===== src/rtl/edge_pkg.sv =====
// Shared constants and encodings for the edge event arbiter.
package edge_pkg;

  localparam int unsigned NumChDefault = 4;

  // Channel-index width, never below one bit.
  function automatic int unsigned ch_width(input int unsigned n);
    return (n <= 32'd2) ? 32'd1 : unsigned'($clog2(n));
  endfunction

  localparam int unsigned ChWDefault = ch_width(NumChDefault);

  typedef enum logic {
    EvtRise = 1'b0,
    EvtFall = 1'b1
  } evt_type_e;

endpackage


===== src/rtl/edge_event_ch.sv =====
// One monitored line: edge detect, rise/fall pending bits with age order, sticky overflow.
module edge_event_ch
  import edge_pkg::*;
(
  input  logic      clk_i,
  input  logic      rst_ni,
  input  logic      a_i,
  input  logic      clr_ovf_i,
  input  logic      take_i,
  output logic      req_o,
  output evt_type_e req_type_o,
  output logic      ovf_o
);

  logic a_q, armed_q, rise_q, fall_q, order_q, ovf_q;
  logic rise_edge, fall_edge, rise_vis, fall_vis, fall_older;
  logic clr_rise, clr_fall;
  logic rise_old_kept, fall_old_kept, rise_new_kept, fall_new_kept;
  logic rise_d, fall_d, order_d, ovf_d, ovf_hit;

  always_comb begin
    rise_edge  = armed_q & ~a_q & a_i;
    fall_edge  = armed_q & a_q & ~a_i;
    // A fresh edge is visible to the arbiter in the cycle it is detected.
    rise_vis   = rise_q | rise_edge;
    fall_vis   = fall_q | fall_edge;
    fall_older = (rise_q & fall_q) ? order_q : fall_q;
    req_o      = rise_vis | fall_vis;
    req_type_o = (fall_vis & (~rise_vis | fall_older)) ? EvtFall : EvtRise;

    clr_rise = take_i & (req_type_o == EvtRise);
    clr_fall = take_i & (req_type_o == EvtFall);

    rise_old_kept = rise_q & ~clr_rise;
    fall_old_kept = fall_q & ~clr_fall;
    // A new edge survives if its slot is free, or freed by this cycle's take.
    rise_new_kept = rise_edge & (rise_q ~^ clr_rise);
    fall_new_kept = fall_edge & (fall_q ~^ clr_fall);
    ovf_hit       = (rise_edge & rise_q & ~clr_rise) | (fall_edge & fall_q & ~clr_fall);

    rise_d = rise_old_kept | rise_new_kept;
    fall_d = fall_old_kept | fall_new_kept;

    // order_q set means the pending fall is older than the pending rise.
    if (rise_old_kept & fall_old_kept) begin
      order_d = order_q;
    end else if (fall_old_kept) begin
      order_d = 1'b1;
    end else if (rise_old_kept) begin
      order_d = 1'b0;
    end else begin
      order_d = fall_new_kept;
    end

    ovf_d = (ovf_q & ~clr_ovf_i) | ovf_hit;
    ovf_o = ovf_q;
  end

  always_ff @(posedge clk_i or negedge rst_ni) begin
    if (!rst_ni) begin
      a_q     <= 1'b0;
      armed_q <= 1'b0;
      rise_q  <= 1'b0;
      fall_q  <= 1'b0;
      order_q <= 1'b0;
      ovf_q   <= 1'b0;
    end else begin
      a_q     <= a_i;
      armed_q <= 1'b1;
      rise_q  <= rise_d;
      fall_q  <= fall_d;
      order_q <= order_d;
      ovf_q   <= ovf_d;
    end
  end

endmodule


===== src/rtl/edge_event_arbiter.sv =====
// Round-robin arbiter over per-channel edge events, feeding a registered valid/ready slot.
module edge_event_arbiter
  import edge_pkg::*;
#(
  parameter int unsigned NUM_CH = NumChDefault,
  parameter int unsigned CH_W   = ch_width(NUM_CH)
) (
  input  logic              clk,
  input  logic              reset_n,
  input  logic [NUM_CH-1:0] a_in,
  input  logic              clr_ovf,
  output logic              evt_valid,
  input  logic              evt_ready,
  output logic [CH_W-1:0]   evt_ch,
  output logic              evt_fall,
  output logic [NUM_CH-1:0] ovf
);

  logic [NUM_CH-1:0] req, take;
  evt_type_e         req_type [NUM_CH];

  logic            valid_q, valid_d, fall_q, fall_d, load, found;
  logic [CH_W-1:0] ch_q, ch_d, ptr_q, ptr_d, sel, cand;
  int unsigned     idx;

  for (genvar g = 0; g < NUM_CH; g++) begin : g_ch
    edge_event_ch u_ch (
      .clk_i      (clk),
      .rst_ni     (reset_n),
      .a_i        (a_in[g]),
      .clr_ovf_i  (clr_ovf),
      .take_i     (take[g]),
      .req_o      (req[g]),
      .req_type_o (req_type[g]),
      .ovf_o      (ovf[g])
    );
  end

  always_comb begin
    load    = ~valid_q | evt_ready;
    found   = 1'b0;
    sel     = '0;
    cand    = '0;
    idx     = 0;
    take    = '0;
    valid_d = valid_q;
    ch_d    = ch_q;
    fall_d  = fall_q;
    ptr_d   = ptr_q;

    // Search starts just after the last granted channel and wraps.
    for (int unsigned i = 0; i < NUM_CH; i++) begin
      idx = 32'(ptr_q) + i + 32'd1;
      if (idx >= NUM_CH) idx = idx - NUM_CH;
      cand = idx[CH_W-1:0];
      if (!found && req[cand]) begin
        found = 1'b1;
        sel   = cand;
      end
    end

    if (load) begin
      valid_d = found;
      if (found) begin
        ch_d      = sel;
        fall_d    = (req_type[sel] == EvtFall);
        ptr_d     = sel;
        take[sel] = 1'b1;
      end
    end
  end

  always_ff @(posedge clk or negedge reset_n) begin
    if (!reset_n) begin
      valid_q <= 1'b0;
      ch_q    <= '0;
      fall_q  <= 1'b0;
      ptr_q   <= CH_W'(NUM_CH - 1);
    end else begin
      valid_q <= valid_d;
      ch_q    <= ch_d;
      fall_q  <= fall_d;
      ptr_q   <= ptr_d;
    end
  end

  assign evt_valid = valid_q;
  assign evt_ch    = ch_q;
  assign evt_fall  = fall_q;

endmodule


===== config.mk =====
export PLATFORM = sky130hd
export DESIGN_NAME = edge_event_arbiter
export DESIGN_NICKNAME = d
export VERILOG_FILES = /design/src/rtl/edge_pkg.sv /design/src/rtl/edge_event_ch.sv /design/src/rtl/edge_event_arbiter.sv
export SDC_FILE = /design/constraint.sdc
export NUM_CORES = 1
export LEC_CHECK = 0
export ABC_AREA = 1
export BUFFER_PORTS_ARGS = -buffer_cell sky130_fd_sc_hd__buf_2
export CAP_MARGIN = 30
export CORE_ASPECT_RATIO = 1.2
export CORE_UTILIZATION = 31
export DETAILED_ROUTE_END_ITERATION = 8
export PLACE_DENSITY_LB_ADDON = 0.25
export REMOVE_ABC_BUFFERS = 1
export SLEW_MARGIN = 20
export SYNTH_ARGS = -nofsm -noshare
export SYNTH_HDL_FRONTEND = slang
export SYNTH_SLANG_ARGS = --single-unit
export TNS_END_PERCENT = 1

===== constraint.sdc =====
create_clock -name clk -period 2.1 [get_ports clk]
set_clock_uncertainty 0.05 [all_clocks]
set_input_delay 0.525 -clock clk [delete_from_list [all_inputs] [get_ports clk]]
set_output_delay 0.525 -clock clk [all_outputs]
set_load 0.02 [all_outputs]

==> impl_metrics.toml, run 1 <==
[run_status]
status = "complete, but fails checks"
failed_checks = "setup timing"

[floorplan]
die_height_um = 88.1
pin_count = 16
placementRows = 31
core-area_um2 = 6010
die-area_um2 = 6500
initial_utilization = 0.319
die_w_um = 73.8

[worst_setup_path]
cp-start-kind = "register"
worst_r2r_endpoint = "g_ch[3].u_ch.order_q"
critical-path-max-stage-delay_ps = 530
required_ps = 2220
endpoint = "g_ch[3].u_ch.order_q"
timing.rr.start = "g_ch[3].u_ch.armed_q"
ordered_list_of_cells_on_the_worst_path = "nand2_2 > nor2_4 > nor2_4 > nand3_2 > nand2_2 > nand2_1 > nand2_2 > nand4_1 > nand2_2 > nor2_4 > nor2_4 > nand3_4 > ha_4 > inv_2 > o21bai_1 > a22o_1"
critical_path_s_slowest_cell = "sky130_fd_sc_hd__dfrtp_2"
ff2ff_setup_slack_ps = -440
worst_setup_path_startpoint = "g_ch[3].u_ch.armed_q"
worst_ep_arrival_time_ps = 2660
path_max_fanout = 8
crit_type = "reg -> reg"
worst_r2r_path_depth = 16
endpoint_kind = "register"

[finish]
syn_to_final_growth_pct = 41.9
nets = 334
post-route-cell-area_um2 = 2720
mostFrequentLayoutCell = "sky130_fd_sc_hd__buf_4"
layout.cells.most_common_list = "57 x sky130_fd_sc_hd__buf_4, 42 x sky130_fd_sc_hd__nand2_1, 41 x sky130_fd_sc_hd__inv_1"
diodes = 0
stdcell_count = 399
drive_gt1_frac = 0.495

[sta]
rsz0062_at_grt = "yes"
timing_worst_slew_pin_value_ps = 624
layout_setup_ws_ps = -442
report.final.slew_viol_count = 0
final.min_clock_period_ps = 2540
final.setup.tns_ps = -6700
setup_violations = 21
final.period_utilization = 1.21
hold-worst-slack_ps = 201
fmax_ghz = 0.393
finalHoldViolCount = 0
worst_slew_margin_rel = 0.584

[power]
cellInternalPower_mw = 2.54
power_per_cell_area_nw_per_um2 = 1780
p_sw_mw = 2.29
static-leakage-power_nw = 1.38
seqPwrFrac = 0.184
clockPowerShare = 0.061
power.share.combinational = 0.755
netSwitchingFraction = 0.474
irDropWorstVdd_v = 0.000765

[clock_network]
cts_tree = "done"
cts_max_path_buffers = 2
cts_root_cell = "sky130_fd_sc_hd__clkbuf_8"
worstSkewPairLatency_ps = 270
clock_tree.htree_level_count = 1
clk_pin_slew_ps = 90
cts_hold_buffers = 0
cts.sink_count = 27
total_clock_buffers_created_by_cts = 3

[global_routing]
number_of_global_route_vias_before_repair = 1770
grt_pass1_wl_um = 7560
maximum_number_of_pins_on_one_net_before_global_route_repair = 28
grt.overflow.total = 0
antenna_found_initial = 0
grtUsageTotal = 0.154

[yosys]
synthesis.instances = 246
netlist-cell-type-count = 29
syn-mean-instance-area_um2 = 7.79
netlist_area_um2 = 1920
synth_warnings = 0
synthArstFlopShare = 1.00
number_of_enable_type_register_cells_in_the_synthesized_netlist = 0
synth_seq_cells = 27
synth_seq_area_share = 0.354
yosys_most_used_dff = "sky130_fd_sc_hd__dfrtp_1"

[route]
vias_per_cell = 4.39
drt_pass1_iterations = 4
detail_route.drc_violations = 0
final_antenna_net_count = 0
vias = 1751
drt-initial-drc-count = 42
wl_per_cell_um = 11.6
drt_wl_total_um = 4640

[placement]
place_hpwl_um = 3460
routability_congestion_estimate_from_global_placement = 0.891
place_area_um2 = 2350
buffer_ports.inserted = 15
numPlacedInstances = 378

[run]
maxCapViolations = 0

[hold_path]
hold_path_class = "in -> async"
[registers in the layout, indices dropped and copies added (netlist names)]
name	count
evt_valid	1
g_ch.u_ch.ovf_o	4
g_ch.u_ch.order_q	4
ptr_q	2
g_ch.u_ch.armed_q	1
evt_fall	1
g_ch.u_ch.fall_q	4
evt_ch	2
g_ch.u_ch.a_q	4
g_ch.u_ch.rise_q	4
[Yosys cell counts, types with 2 or more instances]
master	instances	area (um^2)
sky130_fd_sc_hd__ha_1	8	100
sky130_fd_sc_hd__a21oi_1	8	40.0
sky130_fd_sc_hd__dfstp_2	2	52.6
sky130_fd_sc_hd__nor2_2	11	68.8
sky130_fd_sc_hd__inv_1	42	158
sky130_fd_sc_hd__nand2_2	14	87.6
sky130_fd_sc_hd__o21ai_0	10	50.1
sky130_fd_sc_hd__nand3_1	21	105
sky130_fd_sc_hd__nor2_4	6	67.6
sky130_fd_sc_hd__inv_2	2	7.51
sky130_fd_sc_hd__o21bai_1	2	15.0
sky130_fd_sc_hd__nand4_1	5	31.3
sky130_fd_sc_hd__nand2_1	56	210
sky130_fd_sc_hd__buf_4	5	37.5
sky130_fd_sc_hd__nand3_2	11	110
sky130_fd_sc_hd__dfrtp_1	25	626
sky130_fd_sc_hd__nor2_1	6	22.5
[critical path, delay by kind of cell, from the launching register on]
kind,cells,cell delay [ps]
buffers and inverters,1,40
flip-flops,1,530
AND/OR/NAND/NOR,12,1310
adder cells (fa/ha/maj),1,240
AO/OA/AOI/OAI,2,260
[worst min-delay path by stage]
stage	endpoint	from	cells after the start	slack, ps
final	g_ch[3].u_ch.rise_q	reset_n	1	200
after global routing	g_ch[1].u_ch.fall_q	reset_n	1	260
after CTS	evt_valid	reset_n	1	230
after detailed placement	evt_fall	evt_fall	2	420
after global placement	evt_ch[0]	evt_ch[0]	2	420
after floorplan	evt_ch[0]	reset_n	0	180
[repair_timing]
action | in CTS | in global routing
endpoints found under the setup margin | 21 | 21
pin swaps | 39 | 28
setup buffers | 15 | 2
gates cloned | 0 | 0
resized for setup | 33 | 19
hold endpoints to repair | 0 | 0
[metrics by stage]
step,total power [mW],worst slack [ps],utilization
final,4.83,-442,0.452
after global routing,5.26,-626,0.452
after CTS,4.62,-419,0.439
after detailed placement,3.90,-611,0.391
after global placement,3.89,-607,0.391
after floorplan,2.69,-263,-
[cell type report]
type                    instances  area [um^2]
repair buffers                 73          514
flip-flops and latches         27          679
inverters                      44          165
well taps                      82          103
clock buffers                   4         45.0
fillers                       580         3290
multi-input cells             169         1210
[logic make-up after synthesis]
group / synth area share
simple gates: 0.396
buf+inv: 0.112
flops: 0.354
compound gates: 0.0764
fa+ha+maj: 0.0522
xor+xnor: 0.00849
other cells: 0.00196
[power groups by stage]
stage | combinational, mW | sequential (mW) | clock [mW]
floorplan | 1.73 | 0.965 | 0
global placement | 3.01 | 0.881 | 0
detailed placement | 3.01 | 0.883 | 0
CTS | 3.42 | 0.887 | 0.314
global route | 4.02 | 0.913 | 0.326
finish | 3.64 | 0.890 | 0.296
[layer usage]
layer,share of wire,up-vias,global-route usage
met3,0.019,9,0.0173
met2,0.53,24,0.281
met1,0.42,807,0.175
met4,0.024,0,0.0769
met5,0,-,0
li1,-,911,-
Note: power is estimated with default switching activity, not from simulation.
==> run 2: changes to the inputs <==
--- a/config.mk
+++ b/config.mk
@@ -12,2 +12,3 @@
 export CORE_UTILIZATION = 31
+export CTS_CLUSTER_DIAMETER = 200
 export DETAILED_ROUTE_END_ITERATION = 8
@@ -15,2 +16,3 @@
 export REMOVE_ABC_BUFFERS = 1
+export SKIP_CTS_REPAIR_TIMING = 1
 export SLEW_MARGIN = 20
==> constraint.sdc (replaced) <==
create_clock -name clk -period 2.1 [get_ports clk]
set_clock_uncertainty 0.05 [all_clocks]
set_input_delay 0.42 -clock clk [delete_from_list [all_inputs] [get_ports clk]]
set_output_delay 0.42 -clock clk [all_outputs]
set_load 0.02 [all_outputs]
==> impl_metrics.toml, run 2 (synthesis gave the netlist of run 1 again) <==
[clock_network]
worstSkewPairLatency_ps = 270
cts_root_cell = "sky130_fd_sc_hd__clkbuf_8"
cts_max_path_buffers = 2
cts_tree = "done"
cts.sink_count = 27
clock_tree.htree_level_count = 1
clk_pin_slew_ps = 100
total_clock_buffers_created_by_cts = 3

[worst_setup_path]
path_delay_family = "simple AND/OR/NAND/NOR gates"
crit_type = "reg -> reg"
required_ps = 2220
path_max_fanout = 8
endpoint_kind = "register"
ordered_list_of_cells_on_the_worst_path = "nand2_2 > nor2_4 > nor2_4 > nand3_2 > nand2_2 > nand2_2 > nand2_4 > nand4_1 > nand2_2 > nor2_4 > nor2_4 > nand3_4 > ha_4 > inv_4 > o21bai_4 > a22o_1"
cp-start-kind = "register"
worst_ep_arrival_time_ps = 2770
critical_path_s_slowest_cell = "sky130_fd_sc_hd__dfrtp_2"
worstPathBufferInverterCount = 1
critical-path-max-stage-delay_ps = 520

[finish]
nets = 320
mostFrequentLayoutCell = "sky130_fd_sc_hd__buf_4"
syn_to_final_growth_pct = 39.0
stdcell_count = 385
layout.cells.most_common_list = "42 x sky130_fd_sc_hd__buf_4, 41 x sky130_fd_sc_hd__nand2_1, 40 x sky130_fd_sc_hd__inv_1"
diodes = 0
drive_gt1_frac = 0.488

[sta]
finalHoldViolCount = 0
rsz0062_at_grt = "yes"
report.final.slew_viol_count = 0
final.setup.tns_ps = -5950
worst_slew_margin_rel = 0.577
fmax_ghz = 0.378
final.min_clock_period_ps = 2650
layout_setup_ws_ps = -548
timing_worst_slew_pin_value_ps = 634
setup_violations = 18
final.period_utilization = 1.26

[global_routing]
grt_pass1_wl_um = 7420
grtUsageTotal = 0.149
maximum_number_of_pins_on_one_net_before_global_route_repair = 28
grt.overflow.total = 0
antenna_found_initial = 0
number_of_global_route_vias_before_repair = 1709

[route]
vias = 1709
wl_per_cell_um = 12.0
final_antenna_net_count = 0
drt_wl_total_um = 4630
drt_pass1_iterations = 4
drt-initial-drc-count = 60
vias_per_cell = 4.44
detail_route.drc_violations = 0

[run_status]
failed_checks = "setup timing"
status = "complete, but fails checks"

[floorplan]
die_w_um = 73.8
die_height_um = 88.1
placementRows = 31
core-area_um2 = 6010
pin_count = 16
die-area_um2 = 6500
initial_utilization = 0.319

[power]
power_per_cell_area_nw_per_um2 = 1820
static-leakage-power_nw = 1.34
tot_pwr_mw = 4.84
irDropWorstVdd_v = 0.000822

[placement]
buffer_ports.inserted = 15
routability_congestion_estimate_from_global_placement = 0.809
numPlacedInstances = 376
place_hpwl_um = 3450

[hold_path]
hold_path_class = "in -> async"

[run]
maxCapViolations = 0
==> run 2: cell count changes in the layout (fill, tap and decap cells not counted), sizes merged <==
cell / delta
buf: -14
==> run 2: routing by layer <==
| layer | wire [um] | part of all wire | track usage |
|---|---|---|---|
| met1 | 2030 | 0.44 | 0.187 |
| met4 | 81 | 0.018 | 0.0542 |
| met5 | 0 | 0 | 0 |
| met2 | 2470 | 0.53 | 0.264 |
| met3 | 48 | 0.010 | 0.0150 |
==> run 2: through the flow <==
step                      hold WS [ps]  utilization  setup WS (ps)  instance area [um^2]
after floorplan                   74.4            -           -246                  1870
after global placement             414        0.389           -527                  2340
after detailed placement           413        0.389           -569                  2340
after CTS                          131        0.396           -592                  2380
after global routing               161        0.443           -690                  2660
final                              107        0.443           -548                  2660
==> run 2: cell type report <==
type | instances | area [um^2]
fill | 594 | 3350
multi-input combinational | 169 | 1260
sequential | 27 | 679
timing repair buffer | 59 | 413
inverter | 44 | 168
tap | 82 | 103
clock buffer | 4 | 45.0
==> run 2: final timing paths <==
path / slack (ps) / cells past startpoint / from / to
worst max-delay path: -550 / 16 / g_ch[3].u_ch.armed_q / g_ch[3].u_ch.order_q
worst min-delay path: 110 / 1 / reset_n / g_ch[3].u_ch.order_q
worst max register to register: -550 / 16 / g_ch[3].u_ch.armed_q / g_ch[3].u_ch.order_q
worst min register to register: 440 / 2 / evt_ch[1] / evt_ch[1]
max in group asynchronous: 1440 / 1 / reset_n / g_ch[3].u_ch.armed_q
min in group clk: 240 / 1 / a_in[3] / g_ch[3].u_ch.a_q
==> run 2: where the power goes <==
group          total (mW)  switching [mW]  internal (mW)
Combinational        3.66            2.02           1.64
Clock               0.303           0.167          0.136
Sequential          0.882           0.139          0.742
Total                4.84            2.32           2.52
